### config.mk
export PLATFORM = sky130hd
export DESIGN_NAME = booth_mult_seq
export DESIGN_NICKNAME = d
export VERILOG_FILES = /design/src/rtl/booth_mult_seq.sv
export SDC_FILE = /design/constraint.sdc
export NUM_CORES = 1
export LEC_CHECK = 0
export CAP_MARGIN = 20
export CORE_ASPECT_RATIO = 1.4
export CORE_MARGIN = 3
export CORE_UTILIZATION = 57
export DETAILED_ROUTE_END_ITERATION = 8
export HOLD_SLACK_MARGIN = 0.12
export PLACE_DENSITY = 0.79
export SKIP_LAST_GASP = 1
export SYNTH_ARGS = -nofsm -noshare
export SYNTH_HDL_FRONTEND = slang
export SYNTH_SLANG_ARGS = --single-unit
### constraint.sdc
create_clock -name CLOCK -period 3.9 [get_ports CLOCK]
set_input_delay 0.39 -clock CLOCK [delete_from_list [all_inputs] [get_ports CLOCK]]
set_output_delay 0.39 -clock CLOCK [all_outputs]
set_load 0.02 [all_outputs]
### src/rtl/booth_mult_seq.sv
// Sequential radix-4 Booth multiplier, signed or unsigned per operation, START/END_MULT handshake.
// Optional macro BOOTH_EARLY_TERM_EN: a zero operand completes with latency 1.
module booth_mult_seq #(
  parameter int tamano = 8
) (
  input  logic                  CLOCK,
  input  logic                  RESET,
  input  logic                  START,
  input  logic                  SIGNED_MODE,
  input  logic [tamano-1:0]     A,
  input  logic [tamano-1:0]     B,
  output logic [2*tamano-1:0]   S,
  output logic                  END_MULT,
  output logic                  BUSY
);

  localparam int XW = tamano + 2;
  localparam int PW = tamano + 3;
  localparam int AW = 2*tamano + 4;
  localparam int CW = $clog2(tamano/2 + 2);
  localparam logic [CW-1:0] LAST_S = CW'(tamano/2 - 1);
  localparam logic [CW-1:0] LAST_U = CW'(tamano/2);

  typedef enum logic [1:0] {IDLE, CALC, FIN} state_t;

  state_t              state;
  logic [XW-1:0]       mcand;
  logic [XW:0]         mplier;
  logic [AW-1:0]       acc;
  logic [CW-1:0]       count;
  logic                mode;

  logic [XW-1:0]       a_ext;
  logic [XW-1:0]       b_ext;
  logic [PW-1:0]       mcand_w;
  logic [PW-1:0]       pp;
  logic [AW-1:0]       acc_shr;
  logic [AW-1:0]       acc_next;
  logic [2*tamano-1:0] result;
  logic                last;

  always_comb begin
    a_ext   = {{2{SIGNED_MODE & A[tamano-1]}}, A};
    b_ext   = {{2{SIGNED_MODE & B[tamano-1]}}, B};
    mcand_w = {mcand[XW-1], mcand};
    case (mplier[2:0])
      3'b001, 3'b010: pp = mcand_w;
      3'b011:         pp = {mcand_w[PW-2:0], 1'b0};
      3'b100:         pp = '0 - {mcand_w[PW-2:0], 1'b0};
      3'b101, 3'b110: pp = '0 - mcand_w;
      default:        pp = '0;
    endcase
    // Shift-then-add at weight 2^(tamano+1) leaves the product scaled by
    // 2^(tamano+3-2N): x8 with N=tamano/2 digits, x2 with the extra unsigned digit.
    acc_shr  = $signed(acc) >>> 2;
    acc_next = acc_shr + {pp, {(tamano+1){1'b0}}};
    result   = mode ? acc_next[2*tamano+2:3] : acc_next[2*tamano:1];
    last     = (count == (mode ? LAST_S : LAST_U));
  end

  always_ff @(posedge CLOCK or negedge RESET) begin
    if (!RESET) begin
      state    <= IDLE;
      mcand    <= '0;
      mplier   <= '0;
      acc      <= '0;
      count    <= '0;
      mode     <= 1'b0;
      S        <= '0;
      END_MULT <= 1'b0;
      BUSY     <= 1'b0;
    end else begin
      case (state)
        IDLE: begin
          if (START) begin
            mcand  <= a_ext;
            mplier <= {b_ext, 1'b0};
            acc    <= '0;
            count  <= '0;
            mode   <= SIGNED_MODE;
            BUSY   <= 1'b1;
            state  <= CALC;
`ifdef BOOTH_EARLY_TERM_EN
            // Zero operand: one CALC pass with a zero multiplicand finishes on the next edge.
            if (A == '0 || B == '0) begin
              mcand <= '0;
              count <= SIGNED_MODE ? LAST_S : LAST_U;
            end
`endif
          end
        end
        CALC: begin
          acc    <= acc_next;
          mplier <= $signed(mplier) >>> 2;
          count  <= count + CW'(1);
          if (last) begin
            S        <= result;
            END_MULT <= 1'b1;
            state    <= FIN;
          end
        end
        FIN: begin
          END_MULT <= 1'b0;
          BUSY     <= 1'b0;
          state    <= IDLE;
        end
        default: state <= IDLE;
      endcase
    end
  end

endmodule

# Word level (Yosys, flattened, before mapping)
# Cells that the tools add are included.
[totals]
regBits = 64
in_bits = 20
[op_classes]
n_reduce_logical = 13
n_mux = 16
add_sub_neg = 4
bitwise = 3
eq_ne = 11
[op_table]
columns = ["op", "n"]
rows = [
  ["one-hot mux 11 bit (4 select lines)", 1],
  ["one-hot mux 20 bit (2 select lines)", 1],
  ["one-hot mux 11 bit (2 select lines)", 1],
  ["adder 20 bit", 1],
  ["two-way mux 20 bit", 1],
  ["two-way mux 16 bit", 1],
  ["AND reduction 2 bit", 6],
  ["two-way mux 11 bit", 1],
  ["subtractor 1 x 10 -> 11 bit, first input constant", 1],
  ["subtractor 1 x 9 -> 10 bit, first input constant", 1],
  ["equality test 3 bit, second input constant", 3],
  ["equality test 3 x 2 -> 1 bit, second input constant", 2],
  ["two-way mux 3 bit", 2],
  ["one-hot mux 3 bit (2 select lines)", 1],
  ["nonzero test 2 bit", 3],
  ["two-way mux 2 bit", 2],
  ["inequality test 2 bit, second input constant", 2],
  ["one-hot mux 1 bit (2 select lines)", 2],
  ["one-hot mux 2 bit (2 select lines)", 1],
  ["OR reduction 2 bit", 2],
  ["adder 3 x 1 -> 3 bit, second input constant", 1],
  ["equality test 3 x 1 -> 1 bit, second input constant", 1],
  ["equality test 3 bit", 1],
  ["AND reduction 3 bit", 1],
  ["6 further kinds", 8],
]

# Longest topological paths before layout
# Gate-level depths: netlist (run 1).
[depth]
ltp_word = 5
mapped_depth = 15

# Worst setup path before layout (run 1)
# Ideal clock, no wire load.
[synth_timing]
kind = "register to register"
startpoint = "register mcand[0]"
endpoint = "register acc[19]"
arrival_time_ns = 3.215
synth_period_minus_slack_ns = 3.339
stages_incl_launch_ff = 15
setup_slack_ns = 0.561
t_required_ns = 3.776
path_buffers = 0
setup_ns = 0.124
path_cell_list = "dfrtp_1 > inv_1 > ha_1 > or4b_4 > a32o_1 > a32oi_1 > nor2_1 > a21o_1 > ha_1 > nand3_1 > a21boi_1 > a211oi_1 > or3_1 > and3_1 > a211o_1"
[synth_between]
elab_chain_cells = 4
elab_cells_between_ends = 5
[synth_rtl]
columns = ["element", "line", "source"]
rows = [
  ["from (decl)", "27", "logic [XW-1:0] mcand;"],
  ["from (signal assigned)", "76", "mcand <= a_ext;"],
  ["subtractor 1 x 10 -> 11 bit / subtractor 1 x 9 -> 10 bit (equally long branches)", "49, 50", ""],
  ["one-hot mux 11 bit (4 select lines) (*)", "46", "case (mplier[2:0])"],
  ["adder 20 bit (*)", "56", "acc_next = acc_shr + {pp, {(tamano+1){1'b0}}};"],
  ["one-hot mux 20 bit (2 select lines) (*)", "73", "case (state)"],
  ["to (signal assigned)", "93", "acc <= acc_next;"],
  ["to (decl)", "29", "logic [AW-1:0] acc;"],
]
# Mark *: on every way between the ends. The rest lies on a longest branch, timed or not.
# A chain may end at the register's enable or synchronous reset.

# Worst setup path in the final report (run 1)
# Same ends and word-level chain as after synthesis.

==> flow_summary.json, run 1 <==
{
  "grt_pass1_vias": 2916,
  "drt_wl_total_mm": 7.812,
  "synth_xor_xnor_area_share_pct": 3.898,
  "fin_crit_sh_pct": 92.91,
  "synth_top_family_by_area": "compound AO/OA/AOI/OAI gates",
  "syn-mean-instance-area_um2": 9.313,
  "grt_pass1_wl_mm": 13.43,
  "antenna_found_initial": 0,
  "hold_path_class": "in -> async",
  "synth-seq-cells": 61,
  "synth_ff_type": "dfrtp_1",
  "first_pass_iters": 4,
  "slew_violations": 0,
  "clock_latency_ns": 0.33,
  "yosysSeqAreaShare_pct": 42.46,
  "antenna_left": 0,
  "gr-usage-all-layers_pct": 23.48,
  "rows": 33,
  "clkSinkCount": 61,
  "worstPathRequired_ns": 4.12,
  "yosys_warnings": 0,
  "drtIter0Drc": 97,
  "start_util_pct": 60.04,
  "path_max_fanout": 7,
  "syn_area_um2": 3595,
  "reg2regPathDepth": 13,
  "drc": 0,
  "cp-end-kind": "register",
  "synthMuxAreaShare_pct": 7.240,
  "synth_cell_types": 53,
  "syn-instance-count": 386,
  "area_delta_synth_final_pct": 15.66,
  "cts.root.buffer_cell": "clkbuf_8",
  "register_area_um2": 1526,
  "fin_nets": 451,
  "final_common_cell": "dfrtp_1",
  "htreeDepth": 3,
  "finClkSkew_ns": 0.008911,
  "ctsHoldBuffers": 0,
  "dp_hpwl_mm": 5.570,
  "synth_compound_area_share_pct": 22.94,
  "fmax_ghz": 0.2760,
  "diodes": 0,
  "wire_per_inst_um": 15.85,
  "die_width_um": 73.12,
  "viasPerCell": 5.959,
  "vias": 2938,
  "clockBufferDepth": 2,
  "clk_pin_slew_ns": 0.06,
  "fin_hold_ws_ns": 0.1783,
  "grt.overflow.total": 0,
  "setup_viol": 0,
  "portBuffers": 37,
  "finalHoldViolCount": 0,
  "cts_setup_buffers": 0,
  "period_minus_slack_ns": 3.624,
  "worstMarginPinSlew_ns": 0.8760,
  "synth_fa_ha_area_share_pct": 4.734,
  "synth_edf_count": 0,
  "start_kind": "register",
  "io_pins": 38,
  "rsz0062_at_grt": "false",
  "cts_buffers": 9,
  "grt_max_degree": 40,
  "fp.dieH_um": 99.96,
  "cts_resized": 0,
  "async_reset_ff_share_pct": 100.0,
  "max-slew-margin-rel_pct": 41.60,
  "cap_violations": 0,
  "arrival_ns": 3.84,
  "synth-simple-area-share_pct": 14.13,
  "dieArea_um2": 7309,
  "layout-drive-gt1-share_pct": 8.983,
  "outcome": "finished, final reports clean",
  "tns_ns": 0,
  "n_fill_cell": 479,
  "syn_nets": 419,
  "final_cell_mix": "61 x dfrtp_1, 42 x o21ai_0, 41 x nand2_1, 36 x clkdlybuf4s50_1, 31 x nor2_1",
  "core_area_um2": 5987,
  "criticalPathCategory": "reg -> reg",
  "gp_congestion": 0.8779,
  "multiInputGateArea_um2": 1907,
  "cts_tree": "built"
}
==> per-layer routing <==
metal	GRT usage (%)	part of all wire [%]	wire [um]	up-vias
met3	4.910	3.4	264	6
met1	28.40	43	3366	1426
met2	40.59	53	4109	48
met5	0	0	0	-
met4	8.381	0.91	71	0
li1	-	-	-	1458
==> sequential cells by signal, summed over array words and instances, names as in the netlist <==
register / count
state: 2
mplier: 11
S: 16
BUSY: 1
mode: 1
count: 3
END_MULT: 1
mcand: 9
acc: 17
==> metrics by stage <==
stage	instance area [um2]	cells	setup slack [ns]	utilization [%]
6_report	4158	493	0.2764	69.45
4_1_cts	4158	493	0.2957	69.45
5_1_grt	4158	493	0.006459	69.45
3_3_place_gp	3999	477	0.4055	66.79
3_5_place_dp	3999	477	0.3046	66.79
2_1_floorplan	3595	386	0.5613	-
==> synthesized netlist by cell type, drive strengths merged (2+ instances only) <==
master | instances | area share [%]
dfrtp | 61 | 42
o21ai | 43 | 6.0
nand2 | 41 | 4.3
nor2 | 31 | 3.2
a21oi | 25 | 3.6
mux2i | 17 | 4.7
clkbuf | 15 | 1.6
a22o | 14 | 3.4
ha | 12 | 4.2
inv | 12 | 1.3
buf | 9 | 1.5
xnor2 | 9 | 2.2
mux2 | 8 | 2.5
a22oi | 7 | 1.5
o21a | 7 | 1.5
xor2 | 7 | 1.7
a31oi | 6 | 1.0
a221oi | 5 | 1.2
nand3 | 5 | 0.70
nor3 | 5 | 1.1
or3 | 5 | 0.87
a21o | 4 | 0.84
nor2b | 4 | 0.70
a32oi | 3 | 0.73
and3 | 3 | 0.52
nand2b | 3 | 0.52
a211oi | 2 | 0.42
a32o | 2 | 0.56
and2 | 2 | 0.35
clkinv | 2 | 0.21
nor4 | 2 | 0.77
o22ai | 2 | 0.35
o31a | 2 | 0.49
==> worst paths after layout <==
kind | from | slack, ns | to
max | mcand[0]$_DFFE_PN0P_ | 0.28 | acc[19]$_DFFE_PN0P_
min | RESET | 0.18 | S[11]$_DFFE_PN0P_
max reg2reg | mcand[0]$_DFFE_PN0P_ | 0.28 | acc[19]$_DFFE_PN0P_
min reg2reg | S[8]$_DFFE_PN0P_ | 0.48 | S[8]$_DFFE_PN0P_
max in group asynchronous | RESET | 2.90 | acc[4]$_DFFE_PN0P_
min in group CLOCK | S[8]$_DFFE_PN0P_ | 0.48 | S[8]$_DFFE_PN0P_
==> kinds of logic (layout without fill, tap and decap cells) <==
kind of cell	after synthesis	count (layout)
buffers and inverters	38	75
and+or+nand+nor	105	105
xor gates and xnor gates	16	16
muxes	25	25
DFF	61	61
AOI/OAI and AO/OA	128	128
adders and majority gates	13	13
==> layout make-up <==
cell class,count,share of cell area (%)
clock inverters,5,0.6621
repair buffers,45,10.23
well taps,70,2.107
inverters,14,1.264
multi-input cells,287,45.86
flip-flops and latches,61,36.71
clock buffers,11,3.160
==> worst max-delay path, cell delays in order, from the launching register on <==
cell	delay [ns]
dfrtp_1	0.42
inv_1	0.11
ha_1	0.22
or4b_4	0.53
o21ai_0	0.32
a31oi_1	0.13
o32ai_1	0.28
ha_1	0.34
a21oi_1	0.24
a21boi_1	0.13
a211oi_1	0.25
o21ai_0	0.13
and3_1	0.17
a211o_1	0.26
Power of run 1 is not shown: default switching activity piles up to over one toggle a cycle in this logic, so the estimate is an artifact.
==> run 2, diff against run 1 <==
PLACE_DENSITY = unset   (was 0.79)
PLACE_DENSITY_LB_ADDON = 0.15   (was unset)
==> flow_summary.json, run 2 (synthesis results as in run 1) <==
{
  "outcome": "finished, final reports clean",
  "finClkSkew_ns": 0.01449,
  "grt_pass1_vias": 3001,
  "htreeDepth": 3,
  "layout-drive-gt1-share_pct": 9.220,
  "diodes": 0,
  "finalHoldViolCount": 0,
  "die_width_um": 73.12,
  "n_fill_cell": 474,
  "worstMarginPinSlew_ns": 0.7688,
  "reg2regPathDepth": 14,
  "grt.overflow.total": 0,
  "clock_latency_ns": 0.34,
  "cp_top_family": "simple AND/OR/NAND/NOR gates",
  "antenna_found_initial": 0,
  "cts_buffers": 9,
  "slowest_stage": "or4b_4",
  "fmax_ghz": 0.2766,
  "path_buf_inv": 1,
  "r2r_end": "acc[19]$_DFFE_PN0P_",
  "largest-register": "acc",
  "path_cells": "inv_1 > ha_1 > or4b_4 > a32o_1 > a32oi_1 > nor2_1 > a21o_1 > ha_1 > nand3_1 > a21boi_1 > a211oi_1 > or3_1 > and3_1 > a211o_1",
  "vias": 2957,
  "wire_per_inst_um": 16.87,
  "largest_reg_flops": 17,
  "r2r_setup_slack_ns": 0.28,
  "ctsHoldBuffers": 0,
  "grt_pass1_wl_mm": 14.24,
  "first_pass_iters": 4,
  "hold_path_class": "in -> async",
  "antenna_left": 0,
  "criticalPathCategory": "reg -> reg",
  "cpMostUsedCell": "ha_1",
  "clockBufferDepth": 2,
  "fin_crit_sh_pct": 92.71,
  "drc": 0,
  "cp-end-kind": "register",
  "slew_violations": 0,
  "start_util_pct": 60.04,
  "cpPeakStageDelay_ns": 0.52,
  "cts_tree": "built",
  "area_delta_synth_final_pct": 16.71,
  "cap_violations": 0,
  "rows": 33,
  "io_pins": 38,
  "grt_max_degree": 62,
  "drtIter0Drc": 156,
  "top_regs": "acc (17), S (16), mplier (11)",
  "final_common_cell": "dfrtp_1",
  "fin_nets": 451,
  "clk_pin_slew_ns": 0.07,
  "clkSinkCount": 61,
  "crit_path_start": "mcand[0]$_DFFE_PN0P_",
  "timing.rr.start": "mcand[0]$_DFFE_PN0P_",
  "dp_hpwl_mm": 5.763,
  "viasPerCell": 5.998,
  "cts.root.buffer_cell": "clkbuf_8",
  "start_kind": "register",
  "period_minus_slack_ns": 3.616,
  "endpoint": "acc[19]$_DFFE_PN0P_",
  "final_cell_mix": "61 x dfrtp_1, 42 x o21ai_0, 41 x nand2_1, 36 x clkdlybuf4s50_1, 31 x nor2_1",
  "path_depth": 14,
  "worstPathRequired_ns": 4.12,
  "path_max_fanout": 6,
  "arrival_ns": 3.83,
  "fin_hold_ws_ns": 0.1948,
  "drt_wl_total_mm": 8.319,
  "max-slew-margin-rel_pct": 48.75,
  "tns_ns": 0,
  "rsz0062_at_grt": "false",
  "gp_congestion": 0.8755,
  "setup_viol": 0,
  "fp.dieH_um": 99.96,
  "dieArea_um2": 7309,
  "gr-usage-all-layers_pct": 24.90,
  "core_area_um2": 5987,
  "portBuffers": 37
}
-- run 2: timing repair --
| item | CTS | global route |
|---|---|---|
| setup endpoints to repair | 0 | 1 |
| gates resized for setup | 0 | 1 |
| setup buffers | 0 | 0 |
| hold endpoints to repair | 0 | 0 |
-- run 2: how the worst min path moves through the flow --
stage	slack (ns)	start	end	depth (start not counted)
floorplan	0.09	RESET	BUSY$_DFFE_PN0P_	0
global placement	0.46	mplier[7]$_DFFE_PN0P_	mplier[7]$_DFFE_PN0P_	2
detailed placement	0.47	mplier[4]$_DFFE_PN0P_	mplier[4]$_DFFE_PN0P_	2
CTS	0.24	RESET	mcand[5]$_DFFE_PN0P_	2
global route	0.25	RESET	mcand[1]$_DFFE_PN0P_	2
finish	0.19	RESET	acc[14]$_DFFE_PN0P_	2
-- run 2: routing by layer --
layer	global-route usage, %	wire length (um)
met1	30.38	3571
met2	42.45	4321
met3	5.912	321
met4	8.523	104
met5	0	0
-- run 2: stage by stage --
| step | area, um2 | util, % | cells | setup slack, ns |
|---|---|---|---|---|
| final | 4195 | 70.07 | 493 | 0.2842 |
| after global routing | 4195 | 70.07 | 493 | 0.04509 |
| after CTS | 4192 | 70.01 | 493 | 0.2940 |
| after detailed placement | 3999 | 66.79 | 477 | 0.3136 |
| after global placement | 3999 | 66.79 | 477 | 0.4202 |
| after floorplan | 3595 | - | 386 | 0.5613 |
-- run 2: worst register-to-register path, delay by kind of cell, from the launching register on --
family	cells	cell delay (ns)
and+or+nand+nor	5	1.26
DFF	1	0.42
AOI/OAI and AO/OA	6	1.13
adders and majority gates	2	0.60
buffers and inverters	1	0.11
-- run 2: cell type report --
type	count	area, um2	share of cell area (%)
sequential	61	1526	36.39
timing repair buffer	45	425.4	10.14
multi-input combinational	287	1911	45.54
clock buffer	12	145.1	3.460
tap	70	87.58	2.088
inverter	14	52.55	1.253
clock inverter	4	47.55	1.133
Power of run 2 is left out for the same reason.
==> run 3, diff against run 2 <==
CTS_BUF_LIST = sky130_fd_sc_hd__clkbuf_8 sky130_fd_sc_hd__clkbuf_16   (was unset)
==> flow_summary.json, run 3 (synthesis results as in run 1) <==
{
  "worstPathRequired_ns": 4.12,
  "ctsHoldBuffers": 0,
  "worstMarginPinSlew_ns": 0.7722,
  "gr-usage-all-layers_pct": 24.92,
  "endpoint": "acc[19]$_DFFE_PN0P_",
  "clk_pin_slew_ns": 0.07,
  "hold_path_class": "in -> async",
  "reg2regPathDepth": 14,
  "clockBufferDepth": 2,
  "cts_tree": "built",
  "use_met3_pct": 5.912,
  "final_common_cell": "dfrtp_1",
  "first_pass_iters": 4,
  "htreeDepth": 3,
  "rows": 33,
  "met2_usage_pct": 42.38,
  "drt_wl_total_mm": 8.329,
  "cts_resized": 0,
  "die_width_um": 73.12,
  "fin_nets": 451,
  "layout-drive-gt1-share_pct": 9.220,
  "dieArea_um2": 7309,
  "outcome": "finished, final reports clean",
  "grt_use_met1_pct": 30.51,
  "gp_congestion": 0.8755,
  "tns_ns": 0,
  "viasPerCell": 6.024,
  "io_pins": 38,
  "dp_hpwl_mm": 5.763,
  "antenna_found_initial": 0,
  "start_kind": "register",
  "grt_max_degree": 62,
  "crit_path_start": "mcand[0]$_DFFE_PN0P_",
  "grt_pass1_wl_mm": 14.26,
  "fp.dieH_um": 99.96,
  "finClkSkew_ns": 0.01370,
  "cts.root.buffer_cell": "clkbuf_8",
  "slew_violations": 0,
  "drc": 0,
  "setup_slack_ns": 0.2808,
  "cap_violations": 0,
  "grt_busiest_layer": "met2",
  "period_minus_slack_ns": 3.619,
  "fmax_ghz": 0.2763,
  "fin_util_pct": 70.07,
  "clkSinkCount": 61,
  "grt_pass1_vias": 2997,
  "cts_setup_buffers": 0,
  "place_ws_ns": 0.3136,
  "area_delta_synth_final_pct": 16.71,
  "path_max_fanout": 6,
  "largest-register": "acc",
  "fin_hold_ws_ns": 0.1989,
  "portBuffers": 37,
  "diodes": 0,
  "start_util_pct": 60.04,
  "setup_viol": 0,
  "finalHoldViolCount": 0,
  "fin_crit_sh_pct": 92.80,
  "clock_latency_ns": 0.35,
  "r2r_setup_slack_ns": 0.28,
  "criticalPathCategory": "reg -> reg",
  "top_regs": "acc (17), S (16), mplier (11)",
  "largest_reg_flops": 17,
  "r2r_end": "acc[19]$_DFFE_PN0P_",
  "n_fill_cell": 474,
  "antenna_left": 0,
  "grt.overflow.total": 0,
  "arrival_ns": 3.84,
  "cts_buffers": 9,
  "final_cell_mix": "61 x dfrtp_1, 42 x o21ai_0, 41 x nand2_1, 36 x clkdlybuf4s50_1, 31 x nor2_1",
  "vias": 2970,
  "core_area_um2": 5987,
  "drtIter0Drc": 142,
  "wire_per_inst_um": 16.89,
  "timing.rr.start": "mcand[0]$_DFFE_PN0P_",
  "rsz0062_at_grt": "false",
  "cp-end-kind": "register",
  "max-slew-margin-rel_pct": 48.52
}
[run 3: changes by cell type in the layout (fill, tap and decap cells not counted), sizes merged]
| cell | before | now |
|---|---|---|
| inv | 12 | 14 |
| clkbuf | 12 | 10 |
[run 3: final cells by class]
type	count	area (um2)	share of cell area, %
multi-input cells	287	1911	45.54
flip-flops and latches	61	1526	36.39
repair buffers	45	425.4	10.14
clock buffers	10	137.6	3.281
well taps	70	87.58	2.088
clock inverters	6	55.05	1.312
inverters	14	52.55	1.253
[run 3: worst min-delay path by stage]
stage                                     start               endpoint  cells after the start
after CTS                                 RESET   mcand[5]$_DFFE_PN0P_                      2
final                                     RESET    acc[14]$_DFFE_PN0P_                      2
after detailed placement  mplier[4]$_DFFE_PN0P_  mplier[4]$_DFFE_PN0P_                      2
after floorplan                           RESET       BUSY$_DFFE_PN0P_                      0
after global placement    mplier[7]$_DFFE_PN0P_  mplier[7]$_DFFE_PN0P_                      2
after global routing                      RESET   mcand[1]$_DFFE_PN0P_                      2
[run 3: through the flow]
stage / area (um2) / instances
floorplan: 3595 / 386
global placement: 3999 / 477
detailed placement: 3999 / 477
CTS: 4192 / 493
global route: 4195 / 493
finish: 4195 / 493
[run 3: metal layers]
metal | part of all wire (%) | vias up | routed length, um
met3 | 3.6 | 13 | 304
li1 | - | 1460 | -
met4 | 1.4 | 0 | 117
met5 | 0 | - | 0
met1 | 44 | 1440 | 3624
met2 | 51 | 57 | 4282
[run 3: critical path, stage by stage (launching register included)]
cell and delay (ns):
dfrtp_1 0.42, inv_1 0.11, ha_1 0.23, or4b_4 0.52
a32o_1 0.27, a32oi_1 0.15, nor2_1 0.07, a21o_1 0.16
ha_1 0.37, nand3_1 0.10, a21boi_1 0.20, a211oi_1 0.09
or3_1 0.38, and3_1 0.18, a211o_1 0.26
Power of run 3 is left out for the same reason.
